<file path="src/rtl/avm_pkg.sv">
// Shared types and constants for the UART Avalon-MM read master.
package avm_pkg;

    // Read master FSM states
    typedef enum logic [1:0] {
        IDLE = 2'd0,
        READ = 2'd1,
        DONE = 2'd2
    } avm_state_t;

    // UART slave register map
    localparam logic ADDR_DATA = 1'b0;
    localparam logic ADDR_CTRL = 1'b1;

    // Receive data register layout: [31:16] words still pending, [15:0] payload
    localparam int RAVAIL_MSB  = 31;
    localparam int RAVAIL_LSB  = 16;
    localparam int RAVAIL_W    = RAVAIL_MSB - RAVAIL_LSB + 1;
    localparam int PAYLOAD_MSB = 15;
    localparam int PAYLOAD_LSB = 0;

endpackage

</file>
<file path="src/rtl/uart_avalon_master.sv">
// Avalon-MM read master that drains a UART receive data register on irq and
// hands each 16-bit payload to the instruction consumer with a ready strobe.
// All state updates on the falling edge of clock_n_in.
// Optional macro AVM_RAVAIL_BURST_EN: keep reading while the slave reports
// pending words (RAVAIL != 0), regardless of irq_in.
module uart_avalon_master
    import avm_pkg::*;
#(
    parameter logic DATA_ADDR = ADDR_DATA,
    parameter int   INSTR_W   = 16
) (
    input  logic               clock_n_in,
    input  logic               reset_in,
    input  logic [31:0]        readdata_in,
    input  logic               waitrequest_in,
    input  logic               irq_in,
    output logic               chipselect_out,
    output logic               address_out,
    output logic               read_n_out,
    output logic               write_n_out,
    output logic               ready_out,
    output logic [INSTR_W-1:0] instruction_out
);

    avm_state_t         state_reg;
    logic               chipselect_reg;
    logic               address_reg;
    logic               read_n_reg;
    logic               ready_reg;
    logic [INSTR_W-1:0] instruction_reg;
    logic               go_again;

`ifdef AVM_RAVAIL_BURST_EN
    logic [RAVAIL_W-1:0] ravail_reg;

    // Burst mode: pending words in the slave FIFO keep the read loop going
    assign go_again = (ravail_reg != '0) || irq_in;
`else
    logic unused_ravail;

    // Only the interrupt decides whether another read follows
    assign go_again      = irq_in;
    assign unused_ravail = ^readdata_in[RAVAIL_MSB:RAVAIL_LSB];
`endif

    // Single FSM with registered bus and consumer outputs
    always_ff @(negedge clock_n_in) begin
        if (reset_in) begin
            state_reg       <= IDLE;
            chipselect_reg  <= 1'b0;
            address_reg     <= 1'b0;
            read_n_reg      <= 1'b1;
            ready_reg       <= 1'b0;
            instruction_reg <= '0;
`ifdef AVM_RAVAIL_BURST_EN
            ravail_reg      <= '0;
`endif
        end else begin
            address_reg <= DATA_ADDR;
            ready_reg   <= 1'b0;
            case (state_reg)
                IDLE: begin
                    chipselect_reg <= 1'b0;
                    read_n_reg     <= 1'b1;
                    if (irq_in) begin
                        state_reg      <= READ;
                        chipselect_reg <= 1'b1;
                        read_n_reg     <= 1'b0;
                    end
                end
                READ: begin
                    // irq_in is deliberately ignored here: a started read always completes
                    if (!waitrequest_in) begin
                        instruction_reg <= readdata_in[INSTR_W-1:0];
                        ready_reg       <= 1'b1;
`ifdef AVM_RAVAIL_BURST_EN
                        ravail_reg      <= readdata_in[RAVAIL_MSB:RAVAIL_LSB];
`endif
                        state_reg       <= DONE;
                        chipselect_reg  <= 1'b0;
                        read_n_reg      <= 1'b1;
                    end
                end
                DONE: begin
                    // One idle bus cycle between reads
                    if (go_again) begin
                        state_reg      <= READ;
                        chipselect_reg <= 1'b1;
                        read_n_reg     <= 1'b0;
                    end else begin
                        state_reg      <= IDLE;
                        chipselect_reg <= 1'b0;
                        read_n_reg     <= 1'b1;
                    end
                end
                default: begin
                    state_reg      <= IDLE;
                    chipselect_reg <= 1'b0;
                    read_n_reg     <= 1'b1;
                end
            endcase
        end
    end

    assign chipselect_out  = chipselect_reg;
    assign address_out     = address_reg;
    assign read_n_out      = read_n_reg;
    assign write_n_out     = 1'b1;
    assign ready_out       = ready_reg;
    assign instruction_out = instruction_reg;

endmodule

</file>
<file path="config.mk">
export PLATFORM = sky130hd
export DESIGN_NAME = uart_avalon_master
export DESIGN_NICKNAME = d
export VERILOG_FILES = /design/src/rtl/avm_pkg.sv /design/src/rtl/uart_avalon_master.sv
export SDC_FILE = /design/constraint.sdc
export NUM_CORES = 1
export LEC_CHECK = 0
export BUFFER_PORTS_ARGS = -buffer_cell sky130_fd_sc_hd__clkbuf_2
export CORE_MARGIN = 5
export CORE_UTILIZATION = 35
export DETAILED_ROUTE_END_ITERATION = 6
export MAX_ROUTING_LAYER = met4
export PLACE_DENSITY_LB_ADDON = 0.12
export RECOVER_POWER = 100
export SLEW_MARGIN = 40
export SYNTH_ARGS = -nofsm -noshare
export SYNTH_HDL_FRONTEND = slang
export SYNTH_SLANG_ARGS = --single-unit
</file>
<file path="constraint.sdc">
create_clock -name clock_n_in -period 1.1 [get_ports clock_n_in]
set_input_delay 0.33 -clock clock_n_in [delete_from_list [all_inputs] [get_ports clock_n_in]]
set_output_delay 0.33 -clock clock_n_in [all_outputs]
set_load 0.1 [all_outputs]
</file>
==> results by group, run 1 <==
Outcome
  • Status: finished with violations
  • Failing checks: negative setup slack

Logic synthesis
  • Top-area cell type share of the netlist area: 45.4%
  • Synthesized flop and latch total: 21
  • Cell variety after synth: 17
  • Largest cells by area after synthesis: dfxtp_1 (45%), nand2b_1 (23%), mux2i_1 (17%), buf_12 (2.2%), buf_4 (1.6%)
  • Mapped Area: 926 um^2
  • Synthesized Nets: 126
  • Yosys top cell by area: dfxtp_1
  • Mapped Cells: 90
  • Synth Area per Inst: 10.3 um^2
  • Synth Warn #: 0
  • Register area share after synthesis: 45.4%

Final layout
  • Seq. cell area: 489 um^2
  • Area Overhead vs Synth: 75.7%
  • Final #Nets: 188
  • Area of the multi-input gates: 445 um^2
  • Fill count: 199
  • Antenna diodes: 0
  • Final Non-Filler Cells: 181
  • Commonest non-fill, non-tap cell in the layout: nand2b_1
  • Commonest non-fill, non-tap cells in the layout: nand2b_1 (34), inv_1 (22), buf_12 (19), clkbuf_2 (18), dfxtp_4 (18)
  • Largest register FFs: 16
  • Share of cells above drive strength 1: 45.0%

Clocking
  • Reg clk slew, reported paths: 50 ps
  • Clock insertion delay at the later pin of the skew report: 370 ps
  • CTS tree: done
  • Clk sink count: 21
  • Clock root buffer: clkbuf_4
  • CTS max path bufs: 2
  • CTS buffer count: 3
  • Htree depth: 1

Place
  • RePlAce Congestion: 0.784
  • Number of port buffers: 38
  • Pre-CTS WS: -594 ps
  • Cells after DPL: 154
  • Post-DP HPWL: 1470 um

Power
  • Pwr Density: 1210 nW/um^2
  • Peak VDD IR: 0.821 mV
  • Pleak: 0.000723 uW

STA
  • Final setup margin: -677 ps
  • TNS Setup: -17000 ps
  • Setup Viol. Count Final: 39
  • Fin. Hold Viols: 0
  • RSZ-0062 raised after global routing: yes
  • Layout Skew: 13.2 ps
  • Hold slack: 500 ps
  • Fin. max-slew vios: 0

Drt
  • Antenna-violating nets left: 0
  • DR vias: 791
  • Drc violations: 0
  • Final WL: 2010 um
  • Wire length per cell: 11.1 um
  • DR pass1 iterations: 4
  • Via-to-Cell Ratio: 4.37
  • Iteration-0 DRC Markers: 8

Floorplan
  • Die Height: 61.4 um
  • I/O pins: 57
  • Cell Rows: 18
  • Die Area: 3770 um^2
  • Core Region: 2500 um^2
  • Width of the die: 61.4 um
  • Initial core utilization: 37.0%

Worst hold path
  • Hold depth: 2
  • Hold WC Path Type: reg2reg
  • WHS Endpoint: instruction_out[9]
  • Hold path start: instruction_out[9]

Setup path
  • CP max stage delay: 360 ps
  • Crit-path cells: buf_12
  • Crit end category: primary output
  • Worst Setup SP: instruction_out[5]
  • Critical path class: reg2out
  • R2r endpoint: instruction_out[10]
  • Crit-path max FO: 2
  • CP bufs+invs: 1
  • Worst R2R Path Depth: 3
  • Reg2reg start: state_reg[0]
  • Req. time, crit path: 770 ps
  • Crit-path leading delay family: flip-flops
  • Crit-path slowest cell: dfxtp_4
  • Worst R2R Setup Slack: -20 ps
  • Startpoint type of the worst setup path: register
  • Critical path data arrival time: 1450 ps

GRT
  • Total GRT Usage: 12.1%
  • Vias in the first global route: 837
  • First-pass GRT wire length: 3300 um
  • Initial antenna violation count: 0
  • Pin count of the biggest net entering global routing: 20
  • Gr ovfl total: 0

Run
  • Max Cap Viol: 0
worst max path at each step:
stage / to / cells past startpoint
floorplan: instruction_out[0] / 4
global placement: instruction_out[15] / 4
detailed placement: instruction_out[10] / 4
CTS: instruction_out[5] / 1
global route: instruction_out[3] / 1
finish: instruction_out[5] / 1
power breakdown:
part | internal [uW] | switching, uW
Combinational | 206 | 308
Clock | 230 | 424
Sequential | 772 | 30.8
repair_timing:
item	in CTS	in global routing
buffers inserted	1	0
pin swaps	0	1
resized for setup	4	4
gates cloned	1	1
hold buffers	0	0
setup endpoints to repair	37	37
synthesized netlist by cell type:
cell type	n
nor3b_2	1
buf_12	1
inv_1	1
conb_1	2
clkbuf_1	3
or2_1	1
a21oi_1	1
o22a_1	1
buf_4	2
nand3b_1	1
nand2b_1	34
buf_2	1
mux2i_1	16
dfxtp_1	21
nor2b_1	2
o22ai_1	1
buf_6	1
cell families (layout without fill, tap and decap cells):
kind of cell,Yosys count,in the layout,synth area share [%]
other cells,2,2,0.811
flops,21,21,45.4
compound gates,3,3,2.16
mux,16,16,17.3
simple gates,39,39,27.2
buf+inv,9,70,7.16
per-layer routing:
layer,global-route usage (%),vias up,share of wire [%]
met4,7.58,0,0.50
met1,13.2,353,39
met3,6.29,2,9.7
met5,-,-,0
li1,-,406,-
met2,17.1,30,51
cell type report:
class / count / share of cell area [%]
Timing Repair Buffer: 45 / 33.8
Sequential cell: 21 / 30.1
Multi-Input combinational cell: 60 / 27.4
Clock inverter: 22 / 5.08
Tap cell: 30 / 2.31
Clock buffer: 3 / 1.38
stage by stage:
stage / power (uW) / area, um^2 / util, %
floorplan: 1280 / 1030 / -
global placement: 1430 / 1480 / 59.3
detailed placement: 1440 / 1480 / 59.3
CTS: 2010 / 1610 / 64.4
global route: 2160 / 1630 / 65.1
finish: 1970 / 1630 / 65.1
(Power assumes the default switching activity.)
==> run 2: changes to the inputs <==
--- a/config.mk
+++ b/config.mk
@@ -6,12 +6,12 @@
 export NUM_CORES = 1
 export LEC_CHECK = 0
 export BUFFER_PORTS_ARGS = -buffer_cell sky130_fd_sc_hd__clkbuf_2
-export CORE_MARGIN = 5
 export CORE_UTILIZATION = 35
 export DETAILED_ROUTE_END_ITERATION = 6
 export MAX_ROUTING_LAYER = met4
-export PLACE_DENSITY_LB_ADDON = 0.12
+export PLACE_DENSITY = 0.67
 export RECOVER_POWER = 100
+export SKIP_LAST_GASP = 1
 export SLEW_MARGIN = 40
 export SYNTH_ARGS = -nofsm -noshare
 export SYNTH_HDL_FRONTEND = slang
==> results by group, run 2 (synthesis gave the netlist of run 1 again) <==
Final layout
  • Final instance area: 1750 um^2 (was 1630 um^2)
  • Antenna diodes: 0 (unchanged)
  • Largest register FFs: 16 (unchanged)
  • Final #Nets: 196 (was 188)
  • Share of cells above drive strength 1: 50.3% (was 45.0%)
  • Final core utilization: 70.6% (was 65.1%)
  • Fill count: 185 (was 199)
  • Seq. cell area: 489 um^2 (unchanged)
  • Commonest non-fill, non-tap cell in the layout: nand2b_1 (unchanged)
  • Commonest non-fill, non-tap cells in the layout: nand2b_1 (33), inv_1 (22), buf_12 (21), clkbuf_2 (18), dfxtp_4 (18) (was nand2b_1 (34), inv_1 (22), buf_12 (19), clkbuf_2 (18), dfxtp_4 (18))
  • Area Overhead vs Synth: 88.8% (was 75.7%)
  • Area of the multi-input gates: 472 um^2 (was 445 um^2)

GRT
  • Pin count of the biggest net entering global routing: 16 (was 20)
  • Gr ovfl total: 0 (unchanged)
  • Vias in the first global route: 849 (was 837)
  • First-pass GRT wire length: 3550 um (was 3300 um)
  • Initial antenna violation count: 0 (unchanged)
  • Total GRT Usage: 18.3% (was 12.1%)

Setup path
  • Crit-path slowest cell: dfxtp_4 (unchanged)
  • Critical path data arrival time: 1460 ps (was 1450 ps)
  • Critical path class: reg2out (unchanged)
  • Crit end category: primary output (unchanged)
  • Crit-path leading delay family: flip-flops (unchanged)
  • Crit-path cells: buf_12 (unchanged)
  • Startpoint type of the worst setup path: register (unchanged)
  • CP max stage delay: 360 ps (about the same)
  • Req. time, crit path: 770 ps (about the same)
  • Crit-path max FO: 2 (unchanged)
  • CP bufs+invs: 1 (unchanged)

Power
  • Sequential fraction of design power: 39.3% (was 40.7%)
  • Peak VDD IR: 0.750 mV (was 0.821 mV)
  • Comb pwr share: 27.4% (was 26.0%)
  • Int Power: 1240 uW (was 1210 uW)
  • Clock power frac: 33.3% (was 33.2%)
  • NetSw: 809 uW (was 762 uW)
  • Pleak: 0.000785 uW (was 0.000723 uW)
  • Sw Share: 39.5% (was 38.7%)
  • Pwr Density: 1170 nW/um^2 (was 1210 nW/um^2)

Clocking
  • Clock insertion delay at the later pin of the skew report: 380 ps (was 370 ps)
  • CTS tree: done (unchanged)
  • Hold_buf cts: 0 (unchanged)
  • Clock root buffer: clkbuf_4 (unchanged)
  • Clk sink count: 21 (unchanged)
  • CTS max path bufs: 2 (unchanged)
  • CTS buffer count: 3 (unchanged)
  • Reg clk slew, reported paths: 50 ps (about the same)
  • Htree depth: 1 (unchanged)

Drt
  • DR pass1 iterations: 4 (unchanged)
  • Wire length per cell: 12.4 um (was 11.1 um)
  • Iteration-0 DRC Markers: 9 (was 8)
  • Final WL: 2340 um (was 2010 um)
  • Antenna-violating nets left: 0 (unchanged)
  • Drc violations: 0 (unchanged)
  • DR vias: 853 (was 791)
  • Via-to-Cell Ratio: 4.51 (was 4.37)

Floorplan
  • Core Region: 2480 um^2 (was 2500 um^2)
  • Die Height: 53.4 um (was 61.4 um)
  • Cell Rows: 18 (unchanged)
  • Die Area: 2860 um^2 (was 3770 um^2)
  • Initial core utilization: 37.4% (was 37.0%)
  • Width of the die: 53.4 um (was 61.4 um)
  • I/O pins: 57 (unchanged)

STA
  • Layout Skew: 22.1 ps (was 13.2 ps)
  • Fin. max-slew vios: 0 (unchanged)
  • Setup Viol. Count Final: 39 (unchanged)
  • Fin. Hold Viols: 0 (unchanged)
  • RSZ-0062 raised after global routing: yes (unchanged)
  • Final setup margin: -687 ps (was -677 ps)

Place
  • Pre-CTS WS: -612 ps (was -594 ps)
  • Post-DP HPWL: 1380 um (was 1470 um)
  • RePlAce Congestion: 0.707 (was 0.784)
  • Number of port buffers: 38 (unchanged)
  • Area after DPL: 1500 um^2 (was 1480 um^2)

Outcome
  • Status: finished with violations (unchanged)
  • Failing checks: negative setup slack (unchanged)

Run
  • Max Cap Viol: 0 (unchanged)

Worst hold path
  • Hold WC Path Type: reg2reg (unchanged)
run 2: final cells by class:
| cell class | instances | area share (%) |
|---|---|---|
| Tap cell | 30 | 2.15 |
| Multi-Input combinational cell | 60 | 27.0 |
| Clock inverter | 22 | 4.72 |
| Sequential cell | 21 | 28.0 |
| Timing Repair Buffer | 53 | 36.9 |
| Clock buffer | 3 | 1.29 |
run 2: stage by stage:
| stage | cells | hold slack [ps] | power (uW) | TNS (ps) |
|---|---|---|---|---|
| floorplan | 90 | 511 | 1280 | -13570 |
| global placement | 155 | 482 | 1440 | -16210 |
| detailed placement | 155 | 492 | 1440 | -16740 |
| CTS | 186 | 495 | 2060 | -17240 |
| global route | 189 | 517 | 2210 | -17910 |
| finish | 189 | 500 | 2050 | -17090 |
run 2: final timing paths:
check | from | to | slack (ps) | cells after the start
max | instruction_out[3] | instruction_out[3] | -690 | 1
min | instruction_out[14] | instruction_out[14] | 500 | 2
max reg2reg | state_reg[0] | instruction_out[7] | -20 | 4
min reg2reg | instruction_out[14] | instruction_out[14] | 500 | 2
run 2: worst reg2reg max path, delay by kind of cell, from the launching register on:
family        cells  cell delay, ps
mux               1             190
flops             1             340
buf+inv           2             270
simple gates      1             230
run 2: metal layers:
metal | track usage, % | up-vias | share of wire [%]
li1 | - | 421 | -
met1 | 18.7 | 399 | 42
met2 | 30.8 | 31 | 52
met3 | 6.03 | 2 | 6.0
met4 | 9.65 | 0 | 0.77
met5 | - | - | 0
run 2: what timing repair did:
item	in CTS	in global routing
setup buffers	5	5
gates resized for setup	7	10
setup endpoints to repair	39	38
cloned	2	1
endpoints found under the hold margin	0	0
pin swaps	0	2
run 2: power by group through the flow:
stage / logic (uW) / clock network (uW) / registers [uW]
finish: 561 / 683 / 805
global route: 584 / 816 / 806
CTS: 558 / 694 / 804
detailed placement: 506 / 121 / 818
global placement: 500 / 121 / 817
floorplan: 151 / 121 / 1000
==> run 3: changes to the inputs <==
--- a/config.mk
+++ b/config.mk
@@ -6,6 +6,7 @@
 export NUM_CORES = 1
 export LEC_CHECK = 0
 export BUFFER_PORTS_ARGS = -buffer_cell sky130_fd_sc_hd__clkbuf_2
+export CORE_MARGIN = 5
 export CORE_UTILIZATION = 35
 export DETAILED_ROUTE_END_ITERATION = 6
 export MAX_ROUTING_LAYER = met4
==> constraint.sdc (replaced) <==
create_clock -name clock_n_in -period 1.1 [get_ports clock_n_in]
set_input_delay 0.33 -clock clock_n_in [delete_from_list [all_inputs] [get_ports clock_n_in]]
set_output_delay 0.33 -clock clock_n_in [all_outputs]
set_load 0.05 [all_outputs]
==> results by group, run 3 (synthesis gave the netlist of run 1 again) <==
Outcome
  • Status: finished with violations (unchanged)
  • Failing checks: negative setup slack (unchanged)

Setup path
  • Worst R2R Path Depth: 4 (unchanged)
  • Crit-path leading delay family: flip-flops (unchanged)
  • Crit-path slowest cell: dfxtp_4 (unchanged)
  • Reg2reg start: state_reg[0] (unchanged)
  • Worst Setup SP: instruction_out[1] (was instruction_out[3])
  • Critical path data arrival time: 1450 ps (was 1460 ps)
  • Worst R2R Setup Slack: -60 ps (was -20 ps)
  • Crit end category: primary output (unchanged)
  • Crit-path max FO: 2 (unchanged)
  • CP Capture Point: instruction_out[1] (was instruction_out[3])
  • Req. time, crit path: 770 ps (about the same)
  • CP max stage delay: 350 ps (was 360 ps)
  • CP bufs+invs: 1 (unchanged)
  • R2r endpoint: instruction_out[7] (unchanged)
  • Crit-path cells: clkbuf_16 (was buf_12)
  • Crit path depth: 1 (unchanged)
  • Critical path class: reg2out (unchanged)
  • Startpoint type of the worst setup path: register (unchanged)

Final layout
  • Commonest non-fill, non-tap cell in the layout: nand2b_1 (unchanged)
  • Area of the multi-input gates: 464 um^2 (was 472 um^2)
  • Seq. cell area: 467 um^2 (was 489 um^2)
  • Area Overhead vs Synth: 95.3% (was 88.8%)
  • Final instance area: 1810 um^2 (was 1750 um^2)
  • Fill count: 171 (was 185)
  • Antenna diodes: 0 (unchanged)
  • Largest register FFs: 16 (unchanged)
  • Final #Nets: 199 (was 196)
  • Share of cells above drive strength 1: 50.0% (was 50.3%)
  • Commonest non-fill, non-tap cells in the layout: nand2b_1 (34), inv_1 (21), clkbuf_2 (17), mux2i_1 (15) (was nand2b_1 (33), inv_1 (22), buf_12 (21), clkbuf_2 (18), dfxtp_4 (18))

Drt
  • Via-to-Cell Ratio: 4.51 (about the same)
  • Drc violations: 0 (unchanged)
  • DR vias: 866 (was 853)
  • Wire length per cell: 13.2 um (was 12.4 um)
  • Antenna-violating nets left: 0 (unchanged)
  • DR pass1 iterations: 3 (was 4)
  • Iteration-0 DRC Markers: 23 (was 9)
  • Final WL: 2540 um (was 2340 um)

Place
  • Pre-CTS WS: -612 ps (about the same)
  • Number of port buffers: 38 (unchanged)
  • Post-DP HPWL: 1460 um (was 1380 um)
  • Area after DPL: 1250 um^2 (was 1500 um^2)
  • RePlAce Congestion: 0.697 (was 0.707)

Floorplan
  • Core Region: 2500 um^2 (was 2480 um^2)
  • Initial core utilization: 37.0% (was 37.4%)
  • Die Height: 61.4 um (was 53.4 um)
  • Width of the die: 61.4 um (was 53.4 um)
  • I/O pins: 57 (unchanged)
  • Cell Rows: 18 (unchanged)
  • Die Area: 3770 um^2 (was 2860 um^2)

Power
  • Pleak: 0.000823 uW (was 0.000785 uW)
  • Power Total: 2200 uW (was 2050 uW)
  • Peak VDD IR: 0.905 mV (was 0.750 mV)
  • Pwr Density: 1220 nW/um^2 (was 1170 nW/um^2)

Clocking
  • CTS max path bufs: 2 (unchanged)
  • Clock root buffer: clkbuf_4 (unchanged)
  • CTS buffer count: 3 (unchanged)
  • Clock insertion delay at the later pin of the skew report: 390 ps (was 380 ps)
  • Clk sink count: 21 (unchanged)
  • Htree depth: 1 (unchanged)
  • CTS tree: done (unchanged)
  • Reg clk slew, reported paths: 60 ps (was 50 ps)

STA
  • Setup Viol. Count Final: 38 (was 39)
  • Layout Skew: 24.3 ps (was 22.1 ps)
  • TNS Setup: -17600 ps (was -17090 ps)
  • Fin. Hold Viols: 0 (unchanged)
  • Final setup margin: -680 ps (was -687 ps)
  • Hold slack: 492 ps (was 500 ps)
  • RSZ-0062 raised after global routing: yes (unchanged)
  • Fin. max-slew vios: 0 (unchanged)

Run
  • Max Cap Viol: 0 (unchanged)

GRT
  • Total GRT Usage: 13.9% (was 18.3%)
  • Initial antenna violation count: 0 (unchanged)
  • Gr ovfl total: 0 (unchanged)
  • Pin count of the biggest net entering global routing: 18 (was 16)
  • Vias in the first global route: 909 (was 849)
  • First-pass GRT wire length: 3790 um (was 3550 um)

Worst hold path
  • Hold WC Path Type: reg2reg (unchanged)
  • Hold path start: instruction_out[14] (unchanged)
## run 3: changes by cell type in the layout (fill, tap and decap cells not counted), moves of 2 or more
cell / delta
dfxtp_2: +9
buf_4: +3
clkbuf_1: +2
clkbuf_16: +11
buf_6: -2
buf_16: +2
buf_12: -18
dfxtp_4: -9
buf_8: +7
## run 3: metal layers
layer | wire (um) | vias up | GRT usage, % | share of wire, %
met5 | 0 | - | - | 0
met4 | 0 | 0 | 5.15 | 0
met3 | 148 | 0 | 6.71 | 5.8
met2 | 1330 | 28 | 22.1 | 52
met1 | 1060 | 409 | 15.0 | 42
li1 | - | 429 | - | -
## run 3: final cells by class
type	count	share of cell area, %
clock buffers	3	1.25
multi-input cells	60	25.7
repair buffers	56	39.2
flip-flops and latches	21	25.8
clock inverters	22	6.02
well taps	30	2.08
## run 3: per-stage QoR
stage               cells  utilization, %
detailed placement    160            49.9
CTS                   188            69.7
finish                192            72.3
global placement      160            49.9
global route          192            72.3
floorplan              90               -
## run 3: power by group
part           switching (uW)  total, uW  internal (uW)
Combinational             207        450            243
Clock                     467        933            466
Sequential               29.7        817            787
## run 3: how the worst min path moves through the flow
stage | to | slack, ps | cells after the start
floorplan | state_reg[0] | 510 | 2
global placement | instruction_out[11] | 460 | 2
detailed placement | instruction_out[13] | 470 | 2
CTS | instruction_out[0] | 490 | 2
global route | instruction_out[13] | 520 | 2
finish | instruction_out[14] | 490 | 2
## run 3: repair_timing
item                                   4_1_cts  5_1_grt
cloned                                       2        1
pin swaps                                    0        2
hold buffers                                 0        0
setup buffers                                2        3
endpoints found under the hold margin        0        0
resized for setup                           60       13
setup endpoints to repair                   39       38
